--- src/rtl/div_pkg.sv ---
// Shared types for the signed-divider post-processing stage.
//   state_e    : output register state (EMPTY / FULL)
//   sideband_t : per-operation sideband carried alongside the divider pipeline
package div_pkg;

  typedef enum logic {
    EMPTY = 1'b0,
    FULL  = 1'b1
  } state_e;

  typedef struct packed {
    logic start;  // an operation was launched in this slot
    logic sn;     // numerator was negative
    logic sd;     // denominator was negative
    logic dz;     // denominator was zero
  } sideband_t;

endpackage

--- src/rtl/sign_fix.sv ---
// Combinational sign restoration for an unsigned divider result.
// Ports:
//   q_i, r_i         : unsigned quotient / remainder magnitudes
//   sn_i, sd_i, dz_i : numerator sign, denominator sign, divide-by-zero flag
//   coc_o, res_o     : signed quotient / remainder
//   err_o, ovf_o     : divide-by-zero and -2^(N-1) / -1 overflow flags
module sign_fix #(
  parameter int unsigned tamanyo = 32
) (
  input  logic [tamanyo-1:0] q_i,
  input  logic [tamanyo-1:0] r_i,
  input  logic               sn_i,
  input  logic               sd_i,
  input  logic               dz_i,
  output logic [tamanyo-1:0] coc_o,
  output logic [tamanyo-1:0] res_o,
  output logic               err_o,
  output logic               ovf_o
);

  localparam logic [tamanyo-1:0] MinNeg = {1'b1, {(tamanyo-1){1'b0}}};

  always_comb begin
    coc_o = (sn_i ^ sd_i) ? (~q_i + 1'b1) : q_i;
    // Remainder follows the numerator sign (truncating division).
    res_o = sn_i ? (~r_i + 1'b1) : r_i;
    err_o = 1'b0;
    // A positive quotient of 2^(N-1) cannot be represented; the bit pattern
    // is kept and the condition flagged.
    ovf_o = (q_i == MinNeg) && (sn_i == sd_i);
    if (dz_i) begin
      coc_o = '1;
      res_o = '0;
      err_o = 1'b1;
      ovf_o = 1'b0;
    end
  end

endmodule

--- src/rtl/post_segmentado.sv ---
// Post-processing stage of a pipelined signed divider.
// Carries the launch sideband alongside the divider pipeline, restores the
// signs of the unsigned quotient/remainder on arrival, and holds the result
// in a one-entry output register with a Valid/Ready handshake.
// Ports:
//   CLK, RSTa                  : clock, asynchronous active-high reset
//   Start, Sign_num, Sign_den,
//   Div_zero                   : operation launch and its sideband
//   Q_in, R_in                 : unsigned result from the last divider stage
//   Ready                      : consumer accepts the held result
//   Coc, Res, Valid, Err_div0,
//   Ovf                        : held signed result and its flags
//   Overrun                    : sticky, a result was dropped
module post_segmentado
  import div_pkg::*;
#(
  parameter int unsigned tamanyo = 32,
  parameter int unsigned etapas  = 32
) (
  input  logic               CLK,
  input  logic               RSTa,
  input  logic               Start,
  input  logic               Sign_num,
  input  logic               Sign_den,
  input  logic               Div_zero,
  input  logic [tamanyo-1:0] Q_in,
  input  logic [tamanyo-1:0] R_in,
  input  logic               Ready,
  output logic [tamanyo-1:0] Coc,
  output logic [tamanyo-1:0] Res,
  output logic               Valid,
  output logic               Err_div0,
  output logic               Ovf,
  output logic               Overrun
);

  sideband_t sb_q [etapas];
  sideband_t sb_in;
  sideband_t sb_tap;

  state_e state_q, state_d;
  logic [tamanyo-1:0] coc_q, res_q;
  logic err_q, ovf_q, ovr_q, ovr_d;
  logic arrival, load;

  logic [tamanyo-1:0] fix_coc, fix_res;
  logic fix_err, fix_ovf;

  assign sb_in  = '{start: Start, sn: Sign_num, sd: Sign_den, dz: Div_zero};
  assign sb_tap = sb_q[etapas-1];

  always_ff @(posedge CLK or posedge RSTa) begin
    if (RSTa) begin
      for (int i = 0; i < int'(etapas); i++) sb_q[i] <= '0;
    end else begin
      sb_q[0] <= sb_in;
      for (int i = 1; i < int'(etapas); i++) sb_q[i] <= sb_q[i-1];
    end
  end

  sign_fix #(
    .tamanyo(tamanyo)
  ) u_sign_fix (
    .q_i  (Q_in),
    .r_i  (R_in),
    .sn_i (sb_tap.sn),
    .sd_i (sb_tap.sd),
    .dz_i (sb_tap.dz),
    .coc_o(fix_coc),
    .res_o(fix_res),
    .err_o(fix_err),
    .ovf_o(fix_ovf)
  );

  assign arrival = sb_tap.start;
  // A new result is taken when the register is free or being drained.
  assign load    = arrival && ((state_q == EMPTY) || Ready);

  always_comb begin
    state_d = state_q;
    ovr_d   = ovr_q;
    unique case (state_q)
      EMPTY: if (arrival) state_d = FULL;
      FULL: begin
        if (Ready && !arrival) state_d = EMPTY;
        if (!Ready && arrival) ovr_d = 1'b1;
      end
      default: state_d = EMPTY;
    endcase
  end

  always_ff @(posedge CLK or posedge RSTa) begin
    if (RSTa) begin
      state_q <= EMPTY;
      coc_q   <= '0;
      res_q   <= '0;
      err_q   <= 1'b0;
      ovf_q   <= 1'b0;
      ovr_q   <= 1'b0;
    end else begin
      state_q <= state_d;
      ovr_q   <= ovr_d;
      if (load) begin
        coc_q <= fix_coc;
        res_q <= fix_res;
        err_q <= fix_err;
        ovf_q <= fix_ovf;
      end
    end
  end

  assign Coc      = coc_q;
  assign Res      = res_q;
  assign Valid    = (state_q == FULL);
  assign Err_div0 = err_q;
  assign Ovf      = ovf_q;
  assign Overrun  = ovr_q;

endmodule
--- config.mk ---
export PLATFORM = sky130hd
export DESIGN_NAME = post_segmentado
export DESIGN_NICKNAME = d
export VERILOG_FILES = /design/src/rtl/div_pkg.sv /design/src/rtl/sign_fix.sv /design/src/rtl/post_segmentado.sv
export SDC_FILE = /design/constraint.sdc
export NUM_CORES = 1
export LEC_CHECK = 0
export CAP_MARGIN = 40
export CORE_MARGIN = 2
export CORE_UTILIZATION = 51
export DETAILED_ROUTE_END_ITERATION = 12
export PLACE_DENSITY_LB_ADDON = 0.1
export SLEW_MARGIN = 30
export SYNTH_ARGS = -nofsm -noshare
export SYNTH_HDL_FRONTEND = slang
export SYNTH_SLANG_ARGS = --single-unit
--- constraint.sdc ---
create_clock -name CLK -period 8.29 [get_ports CLK]
set_input_delay 1.658 -clock CLK [delete_from_list [all_inputs] [get_ports CLK]]
set_output_delay 1.658 -clock CLK [all_outputs]
set_load 0.01 [all_outputs]
==> impl_metrics.tcl <==
set metrics [dict create \
    critPathMaxFanout 7 \
    swShare 0.250 \
    drc 0 \
    p_comb_frac 0.141 \
    power_frac_seq 0.497 \
    via_per_inst 5.36 \
    layout-drive-gt1-share 0.0721 \
    cts_resized 0 \
    syn_area_per_cell_sq_um 12.4 \
    leakage_nw 3.87 \
    fin_util 0.680 \
    cts-hold-fix-buffers 0 \
    setup_violations 0 \
    first_pass_iters 5 \
    hold_viol_final 0 \
    synth_fp_nets 651 \
    worst_setup_path_start_kind "input pin" \
    slew_headroom 0.490 \
    timing_worst_setup_path_type "in -> reg" \
    grt_first_pass_wirelength_microns 25200 \
    ys.flop_type "dfrtp_1" \
    start_util 0.520 \
    maxSlewViolCount 0 \
    port_buffers 138 \
    fin_crit_sh 0.457 \
    clock_sinks 196 \
    cts_tree "yes" \
    final_cell_mix "196 x dfrtp_1, 138 x clkdlybuf4s50_1, 58 x nand2_1, 41 x o21ai_0, 39 x xor2_1" \
    grt_max_degree 116 \
    drt_iter0_drc 384 \
    cp-end-kind "flop" \
    clk_pin_slew_worst_paths_ns 0.07 \
    min_path_type "reg -> reg" \
    yosysSeqAreaShare 0.685 \
    ys_ff_latch 196 \
    cp.arrival_ns 4.14 \
    syn_area_sq_um 7160 \
    postCtsSetupBuffers 0 \
    synth_top_area_frac 0.685 \
    pwr-share-clk 0.362 \
    ir_worst_vdd_mv 0.153 \
    switchingPower_mw 0.538 \
    vias 4908 \
    multi_input_area_sq_um 2130 \
    syn_inst 578 \
    finClkSkew_ns 0.00687 \
    wl_per_cell_microns 17.0 \
    grt_overflow 0 \
    fillers 1058 \
    outcome "complete, no violations" \
    die_w_microns 122 \
    antenna_cells 0 \
    async_flop_share 1.00 \
    clockBufferDepth 2 \
    tns_ns 0 \
    htree_levels 4 \
    antenna_found_initial 0 \
    worst_pin_slew_ns 0.755 \
    ios 139 \
    yosysWarnings 0 \
    period_needed_ns 3.79 \
    dp_hpwl_microns 10300 \
    required_ns 8.65 \
    cap_violations 0 \
    cts_root_buffer "clkbuf_16" \
    mostFrequentLayoutCell "dfrtp_1" \
    grt_pass1_vias 4874 \
    intPower_mw 1.61 \
    synth_area_leaders "dfrtp_1 69%, xor2_1 4.8%, nand2_1 3.0%" \
    powerDensity_nw_per_um2 229 \
    place.gp.congestion 0.894 \
    rows 43 \
    die-area_sq_um 15000 \
    max_freq_mhz 264 \
    rsz0062_at_grt "no" \
    core_area_sq_um 13800 \
    clk_latency_ns 0.42 \
    seq_area_sq_um 4900 \
    routed_wl_microns 15500 \
    area_growth_pct 30.9 \
    die_h_microns 122 \
    cts_made_buffers 17 \
    synth_area_leader_cell "dfrtp_1" \
    synth_edf_count 0 \
    ant_nets 0 \
    track_usage 0.222 \
    yosysUniqueCellTypes 49 \
    fin_nets 795 \
]
[through the flow]
| step | std cells | area (sq um) | power, mW | hold slack, ns | setup WS, ns |
|---|---|---|---|---|---|
| detailed placement | 882 | 8770 | 1.39 | 0.335 | 4.12 |
| global route | 915 | 9370 | 2.25 | 0.355 | 4.33 |
| finish | 915 | 9370 | 2.15 | 0.345 | 4.50 |
| global placement | 880 | 8740 | 1.38 | 0.334 | 4.19 |
| floorplan | 578 | 7160 | 1.21 | 0.331 | 1.29 |
| CTS | 914 | 9340 | 2.17 | 0.349 | 4.56 |
[metal layers]
layer  up-vias  share of wire  GRT usage  wire, microns
met4         0          0.018     0.0884            272
met2       167           0.49      0.343           7580
li1       2301              -          -              -
met1      2420           0.44      0.308           6800
met3        20          0.056     0.0511            875
met5         -              0          0              0
[Yosys cell counts (all sizes together), types with 3 or more instances]
cell,instances
a31oi,3
or3,7
buf,3
inv,12
o211ai,3
nor4,13
or4,5
nor3,18
o21ai,41
dfrtp,196
nand3,7
xor2,39
o41ai,13
o31ai,12
clkbuf,19
xnor2,15
a21oi,34
nand4,6
nor2,40
nand2b,3
nand2,58
[power groups by stage]
| stage | Combinational (mW) | Sequential (mW) | Clock [mW] |
|---|---|---|---|
| floorplan | 0.110 | 1.10 | 0 |
| global placement | 0.294 | 1.08 | 0 |
| detailed placement | 0.301 | 1.09 | 0 |
| CTS | 0.303 | 1.07 | 0.800 |
| global route | 0.331 | 1.08 | 0.841 |
| finish | 0.303 | 1.07 | 0.778 |
[critical path: stages]
cell	delay, ns
clkdlybuf4s50_1	0.47
inv_1	0.09
ha_1	0.15
nor3b_1	0.49
nand2_1	0.30
or4_1	0.63
o211ai_1	0.17
and3_1	0.17
[sequential cells by signal, summed over array words and instances (netlist names)]
signal,cells
Valid,1
sb_q,127
Err_div0,1
Res,32
Coc,32
Overrun,1
arrival,1
Ovf,1
[cells by family after synthesis]
group / count (synthesis) / synth area share
buffers and inverters: 34 / 0.0180
XOR/XNOR: 54 / 0.0661
flip-flops: 196 / 0.685
multiplexers: 1 / 0.00140
AO/OA/AOI/OAI: 119 / 0.102
AND/OR/NAND/NOR: 172 / 0.123
adder cells (fa/ha/maj): 2 / 0.00350
[final timing paths]
path | start | cells after the start | to | slack (ns)
max reg2reg | sb_q[0]$_DFF_PP0_ | 3 | Coc[28]$_DFFE_PP0P_ | 5.91
min in group asynchronous | RSTa | 2 | sb_q[98]$_DFF_PP0_ | 1.55
max | Q_in[0] | 8 | Coc[28]$_DFFE_PP0P_ | 4.50
min | sb_q[29]$_DFF_PP0_ | 0 | sb_q[25]$_DFF_PP0_ | 0.35
max in group asynchronous | RSTa | 5 | sb_q[29]$_DFF_PP0_ | 5.34
min reg2reg | sb_q[29]$_DFF_PP0_ | 0 | sb_q[25]$_DFF_PP0_ | 0.35
[final cells by class]
class                      instances  share of cell area
tap                              180              0.0240
clock buffer                      19              0.0473
inverter                          12             0.00561
multi-input combinational        348               0.228
clock inverter                    13              0.0134
sequential                       196               0.523
timing repair buffer             147               0.158
(Power assumes the default switching activity.)
